`config.mk`:
```
export PLATFORM = sky130hd
export DESIGN_NAME = pwm_peripheral
export DESIGN_NICKNAME = d
export VERILOG_FILES = /design/src/rtl/pwm_peripheral.sv
export SDC_FILE = /design/constraint.sdc
export NUM_CORES = 1
export LEC_CHECK = 0
export BUFFER_PORTS_ARGS = -buffer_cell sky130_fd_sc_hd__buf_4
export CAP_MARGIN = 20
export CORE_AREA = 8 8 69 71
export CTS_CLUSTER_DIAMETER = 60
export DETAILED_ROUTE_END_ITERATION = 12
export DIE_AREA = 0 0 77 79
export HOLD_SLACK_MARGIN = 0.1
export PLACE_DENSITY = 0.89
export RECOVER_POWER = 50
export SYNTH_ARGS = -nofsm -noshare
export SYNTH_HDL_FRONTEND = slang
export SYNTH_SLANG_ARGS = --single-unit
```
`constraint.sdc`:
```
create_clock -name clk -period 4.7 [get_ports clk]
set_input_delay 0.235 -clock clk [delete_from_list [all_inputs] [get_ports clk]]
set_output_delay 0.235 -clock clk [all_outputs]
set_load 0.02 [all_outputs]
```
`src/rtl/pwm_peripheral.sv`:
```
// 16-channel PWM peripheral: shared prescaler, 8-bit period counter and duty compare.
// Define PWM_DUTY_SHADOW_EN to double-buffer the duty so it only changes at period wrap.
module pwm_peripheral #(
    parameter int unsigned PRESCALE_DIV = 13
) (
    input  logic        clk,
    input  logic        rst_n,
    input  logic [7:0]  en_reg_out_7_0,
    input  logic [7:0]  en_reg_out_15_8,
    input  logic [7:0]  en_reg_pwm_7_0,
    input  logic [7:0]  en_reg_pwm_15_8,
    input  logic [7:0]  pwm_duty_cycle,
    output logic [15:0] out,
    output logic        period_start
);

    localparam logic [15:0] PRESC_MAX = 16'(PRESCALE_DIV - 1);

    logic [15:0] presc_cnt;
    logic [7:0]  pwm_cnt;
    logic [7:0]  duty_active;
    logic        tick;
    logic        wrap;
    logic        pwm_high;
    logic [15:0] en_out;
    logic [15:0] en_pwm;

    assign tick   = (presc_cnt == PRESC_MAX);
    assign wrap   = tick && (pwm_cnt == 8'hFF);
    assign en_out = {en_reg_out_15_8, en_reg_out_7_0};
    assign en_pwm = {en_reg_pwm_15_8, en_reg_pwm_7_0};

    always_ff @(posedge clk or negedge rst_n) begin
        if (!rst_n) begin
            presc_cnt <= 16'd0;
        end else if (tick) begin
            presc_cnt <= 16'd0;
        end else begin
            presc_cnt <= presc_cnt + 16'd1;
        end
    end

    // pwm_cnt wraps 255 -> 0 by natural 8-bit overflow.
    always_ff @(posedge clk or negedge rst_n) begin
        if (!rst_n) begin
            pwm_cnt      <= 8'd0;
            period_start <= 1'b0;
        end else begin
            period_start <= wrap;
            if (tick) begin
                pwm_cnt <= pwm_cnt + 8'd1;
            end
        end
    end

`ifdef PWM_DUTY_SHADOW_EN
    always_ff @(posedge clk or negedge rst_n) begin
        if (!rst_n) begin
            duty_active <= 8'd0;
        end else if (wrap) begin
            duty_active <= pwm_duty_cycle;
        end
    end
`else
    assign duty_active = pwm_duty_cycle;
`endif

    // 0xFF is forced high so full duty has no one-count low gap at the wrap.
    assign pwm_high = (duty_active == 8'hFF) || (pwm_cnt < duty_active);

    always_ff @(posedge clk or negedge rst_n) begin
        if (!rst_n) begin
            out <= 16'h0000;
        end else begin
            out <= en_out & (~en_pwm | {16{pwm_high}});
        end
    end

endmodule

```
==> flow_summary.html <==
<table>
<tr><th>Metric</th><th>Value</th></tr>
<tr><th colspan="2">Placement</th></tr>
<tr><td>HPWL after detailed placement</td><td>3.21 mm</td></tr>
<tr><td>Port buffer count</td><td>58</td></tr>
<tr><td>Post-Place Cell Area</td><td>2450 um2</td></tr>
<tr><td>Dpl ws</td><td>2.92 ns</td></tr>
<tr><td>Final GP Congestion</td><td>approximately 0.80</td></tr>
<tr><td>Total instance count after detailed placement</td><td>approximately 260</td></tr>
<tr><th colspan="2">Clock tree</th></tr>
<tr><td>Number of resized instances in the post-cts repair step</td><td>0</td></tr>
<tr><td>CTS Buf Count</td><td>5</td></tr>
<tr><td>Clock net sink count</td><td>41</td></tr>
<tr><td>H-tree depth reported by CTS</td><td>2</td></tr>
<tr><td>Clock transition at path regs</td><td>around 0.07 ns</td></tr>
<tr><td>CTS tree</td><td>yes</td></tr>
<tr><td>Number of buffers added for setup after CTS</td><td>0</td></tr>
<tr><td>Insertion delay to the later sink of the worst-skew pair</td><td>~0.30 ns</td></tr>
<tr><td>Total of hold buffers inserted after clock tree synthesis</td><td>11</td></tr>
<tr><td>Clk Tree Root Cell</td><td>sky130_fd_sc_hd__clkbuf_8</td></tr>
<tr><td>Maximum buffer depth of the clock tree</td><td>2</td></tr>
<tr><th colspan="2">Timing</th></tr>
<tr><td>Setup TNS Final</td><td>0 ns</td></tr>
<tr><td>Final Worst Setup Slack</td><td>2.39 ns</td></tr>
<tr><td>Max Fclk</td><td>433 MHz</td></tr>
<tr><td>RSZ-0062 raised after global routing</td><td>false</td></tr>
<tr><td>Final cycle utilization of the critical path</td><td>0.491</td></tr>
<tr><td>Count of endpoints failing setup in the final report</td><td>0</td></tr>
<tr><td>Min Clock Period, post-route</td><td>approximately 2.3 ns</td></tr>
<tr><td>Fin. Hold Viols</td><td>0</td></tr>
<tr><td>Max-Slew Margin vs Limit</td><td>-0.414</td></tr>
<tr><td>Final count of pins violating max slew</td><td>42</td></tr>
<tr><td>Setup Skew</td><td>0.00612 ns</td></tr>
<tr><td>Post-Route Hold Slack</td><td>0.111 ns</td></tr>
<tr><td>Transition time at the pin with the least slew margin</td><td>2.12 ns</td></tr>
<tr><th colspan="2">Cells and area</th></tr>
<tr><td>Count of placed standard cells in the final layout, fillers left out</td><td>283</td></tr>
<tr><td>Total number of nets in the final design</td><td>285</td></tr>
<tr><td>Sequential cell area</td><td>1030 um2</td></tr>
<tr><td>Number of diodes added for antenna fixing</td><td>0</td></tr>
<tr><td>Count of fill cells added during filler insertion</td><td>276</td></tr>
<tr><td>Post-synthesis to final-layout area growth</td><td>34.5%</td></tr>
<tr><td>Fraction of layout instances using a drive strength above 1</td><td>0.335</td></tr>
<tr><td>Final standard cell area without fillers</td><td>between 2000 and 3000 um2</td></tr>
<tr><td>Area of combinational cells with multiple inputs</td><td>877 um2</td></tr>
<tr><th colspan="2">Power and ir drop</th></tr>
<tr><td>Cell-internal power</td><td>0.557 mW</td></tr>
<tr><td>Part of the power in the clock network</td><td>0.380</td></tr>
<tr><td>Switching part of the total</td><td>0.214</td></tr>
<tr><td>Pwr Density</td><td>roughly 270 nW/um2</td></tr>
<tr><td>Combinational cell fraction of total power</td><td>0.108</td></tr>
<tr><td>LEAKAGE</td><td>1.27 nW</td></tr>
<tr><td>Net Sw Power</td><td>0.152 mW</td></tr>
<tr><td>Seq pwr share</td><td>0.512</td></tr>
<tr><td>Worst IR drop on VDD</td><td>288 uV</td></tr>
<tr><th colspan="2">Floorplanning</th></tr>
<tr><td>Top-Level Pins</td><td>59</td></tr>
<tr><td>Die extent in x</td><td>77 um</td></tr>
<tr><td>Placeable core area</td><td>3800 um2</td></tr>
<tr><td>Initial cell density of the core</td><td>0.517</td></tr>
<tr><td>Die Y-Extent</td><td>79 um</td></tr>
<tr><td>Area enclosed by the die boundary</td><td>6080 um2</td></tr>
<tr><td>FP Rows</td><td>23</td></tr>
<tr><th colspan="2">Worst hold path</th></tr>
<tr><td>Hold/Removal Path Class</td><td>in2reg</td></tr>
<tr><td>WHS Endpoint</td><td>out[2]</td></tr>
<tr><td>Hold path startpoint</td><td>en_reg_pwm_7_0[2]</td></tr>
<tr><td>Worst hold path stage count</td><td>2</td></tr>
<tr><th colspan="2">Worst setup path</th></tr>
<tr><td>CP startpoint kind</td><td>input port</td></tr>
<tr><td>Critical-path cell with the highest stage delay</td><td>sky130_fd_sc_hd__clkbuf_1</td></tr>
<tr><td>Crit path largest cell delay</td><td>~1.5 ns</td></tr>
<tr><td>Worst R2R Start</td><td>pwm_cnt[6]</td></tr>
<tr><td>Data required, critical path</td><td>4.68 ns</td></tr>
<tr><td>Dominant delay contributor by cell family on the critical path</td><td>buffers and inverters</td></tr>
<tr><td>Buffers plus inverters on the worst setup path</td><td>2</td></tr>
<tr><td>Depth of the worst register-to-register path</td><td>6</td></tr>
<tr><td>Type of the worst setup path</td><td>in2async</td></tr>
<tr><td>Worst R2R Setup Slack</td><td>2.93 ns</td></tr>
<tr><td>Cell chain of the critical path</td><td>dlygate4sd3_1, clkbuf_1</td></tr>
<tr><td>Largest driver fanout on the critical path</td><td>41</td></tr>
<tr><td>Worst EP arrival</td><td>2.29 ns</td></tr>
<tr><td>CP endpoint kind</td><td>async pin</td></tr>
<tr><td>Worst R2R End</td><td>out[3]</td></tr>
<tr><th colspan="2">Synth</th></tr>
<tr><td>YS warnings</td><td>0</td></tr>
<tr><td>Fraction of post-synthesis cell area in the top cell type by area</td><td>0.523</td></tr>
<tr><td>Cell types with the largest area share after synthesis</td><td>sky130_fd_sc_hd__dfrtp_1 52%, sky130_fd_sc_hd__ha_1 6.4%, sky130_fd_sc_hd__a21boi_2 5.7%, sky130_fd_sc_hd__xnor2_1 5.4%, sky130_fd_sc_hd__xor2_1 4.0%</td></tr>
<tr><td>Nets in the synthesized netlist</td><td>209</td></tr>
<tr><td>Total standard cell area after synthesis</td><td>1960 um2</td></tr>
<tr><td>Most frequent cells after synthesis</td><td>41 x sky130_fd_sc_hd__dfrtp_1, 12 x sky130_fd_sc_hd__xnor2_1</td></tr>
<tr><td>Post-Synthesis Cells</td><td>157</td></tr>
<tr><td>Most numerous cell in the Yosys netlist</td><td>sky130_fd_sc_hd__dfrtp_1</td></tr>
<tr><td>Number of synthesized register bits</td><td>roughly 40</td></tr>
<tr><td>Count of flip-flops with a built-in enable after synthesis</td><td>0</td></tr>
<tr><td>Syn Area/Cell</td><td>12.5 um2</td></tr>
<tr><td>Post-synth top area cell</td><td>sky130_fd_sc_hd__dfrtp_1</td></tr>
<tr><td>Proportion of register bits with asynchronous set or reset after synthesis</td><td>1.00</td></tr>
<tr><td>Seq/Total Area, Yosys</td><td>0.523</td></tr>
<tr><td>Dominant register cell in the synthesized netlist</td><td>sky130_fd_sc_hd__dfrtp_1</td></tr>
<tr><td>Library cells used by synthesis</td><td>32</td></tr>
<tr><th colspan="2">Outcome</th></tr>
<tr><td>Status</td><td>finished, violations left</td></tr>
<tr><td>Violated checks</td><td>max-capacitance violations, max-slew violations</td></tr>
<tr><th colspan="2">GRT</th></tr>
<tr><td>Via count of the first global-routing pass</td><td>1625</td></tr>
<tr><td>Pin count of the biggest net entering global routing</td><td>42</td></tr>
<tr><td>Total grt overflow</td><td>0</td></tr>
<tr><td>All-layer global routing usage</td><td>0.157</td></tr>
<tr><td>Antenna violations before repair</td><td>0</td></tr>
<tr><td>Global-route wire length before repair</td><td>7.57 mm</td></tr>
<tr><th colspan="2">Drt</th></tr>
<tr><td>Via count</td><td>1455</td></tr>
<tr><td>Iter 0 DRT Violations</td><td>70</td></tr>
<tr><td>Routed len/inst</td><td>16.0 um</td></tr>
<tr><td>DRC viols</td><td>0</td></tr>
<tr><td>Average via count per standard cell</td><td>5.14</td></tr>
<tr><td>Number of detailed-route iterations in the first pass</td><td>4</td></tr>
<tr><td>Total Wirelength</td><td>4.53 mm</td></tr>
<tr><td>Post-route antenna net violation count</td><td>0</td></tr>
<tr><th colspan="2">Run</th></tr>
<tr><td>Max Cap Violations</td><td>1</td></tr>
</table>
==> state kept, by name (all words and copies together) (netlist names) <==
signal / count
pwm_cnt: 8
out: 16
period_start: 1
presc_cnt: 16
==> layout by cell type, fill, tap and decap left out, types with 7 or more instances in the layout <==
cell                             n
sky130_fd_sc_hd__xnor2_1        12
sky130_fd_sc_hd__nand3_1         7
sky130_fd_sc_hd__xor2_1          9
sky130_fd_sc_hd__clkbuf_1        8
sky130_fd_sc_hd__ha_1           10
sky130_fd_sc_hd__a21boi_2       10
sky130_fd_sc_hd__nand4_1         8
sky130_fd_sc_hd__inv_1          10
sky130_fd_sc_hd__dfrtp_1        41
sky130_fd_sc_hd__dlygate4sd3_1  12
sky130_fd_sc_hd__nor2_1         10
sky130_fd_sc_hd__buf_4          51
==> worst max-delay path by stage <==
stage / startpoint / end / slack (ns) / cells past startpoint
5_1_grt: rst_n / pwm_cnt[5] / 2.00 / 2
3_3_place_gp: pwm_cnt[6] / out[2] / 2.98 / 6
2_1_floorplan: pwm_cnt[6] / out[10] / 2.99 / 6
3_5_place_dp: pwm_cnt[6] / out[3] / 2.92 / 6
4_1_cts: pwm_cnt[6] / out[3] / 2.91 / 6
6_report: rst_n / pwm_cnt[4] / 2.39 / 2
==> area by class of cell <==
| class | count | share of cell area |
|---|---|---|
| tap | 50 | 0.0237 |
| timing repair buffer | 71 | 0.202 |
| clock buffer | 5 | 0.0261 |
| sequential | 41 | 0.389 |
| multi-input combinational | 104 | 0.332 |
| inverter | 10 | 0.0142 |
| clock inverter | 2 | 0.0133 |
==> power groups by stage <==
stage	Clock, mW	Combinational [mW]	Sequential, mW
2_1_floorplan	0	0.0129	0.378
4_1_cts	0.274	0.0790	0.362
3_3_place_gp	0	0.0696	0.369
3_5_place_dp	0	0.0718	0.369
5_1_grt	0.292	0.0827	0.363
6_report	0.269	0.0766	0.362
==> layer usage <==
metal	up-vias	global-route usage	part of all wire
met5	-	0	0
met4	0	0.0509	0.014
met3	5	0.0745	0.076
met2	50	0.281	0.54
met1	701	0.160	0.37
li1	699	-	-
==> stage by stage <==
step,power [mW],utilization
6_report,0.708,0.695
2_1_floorplan,0.391,-
3_3_place_gp,0.438,0.644
4_1_cts,0.715,0.700
5_1_grt,0.738,0.695
3_5_place_dp,0.440,0.644
==> kinds of logic after synthesis <==
| kind of cell | Yosys count | share of synthesized area |
|---|---|---|
| AOI/OAI and AO/OA | 23 | 0.120 |
| xor gates and xnor gates | 21 | 0.0937 |
| adders and majority gates | 10 | 0.0637 |
| buffers and inverters | 12 | 0.0306 |
| DFF | 41 | 0.523 |
| muxes | 1 | 0.00574 |
| and+or+nand+nor | 49 | 0.163 |
(Power assumes the default switching activity.)
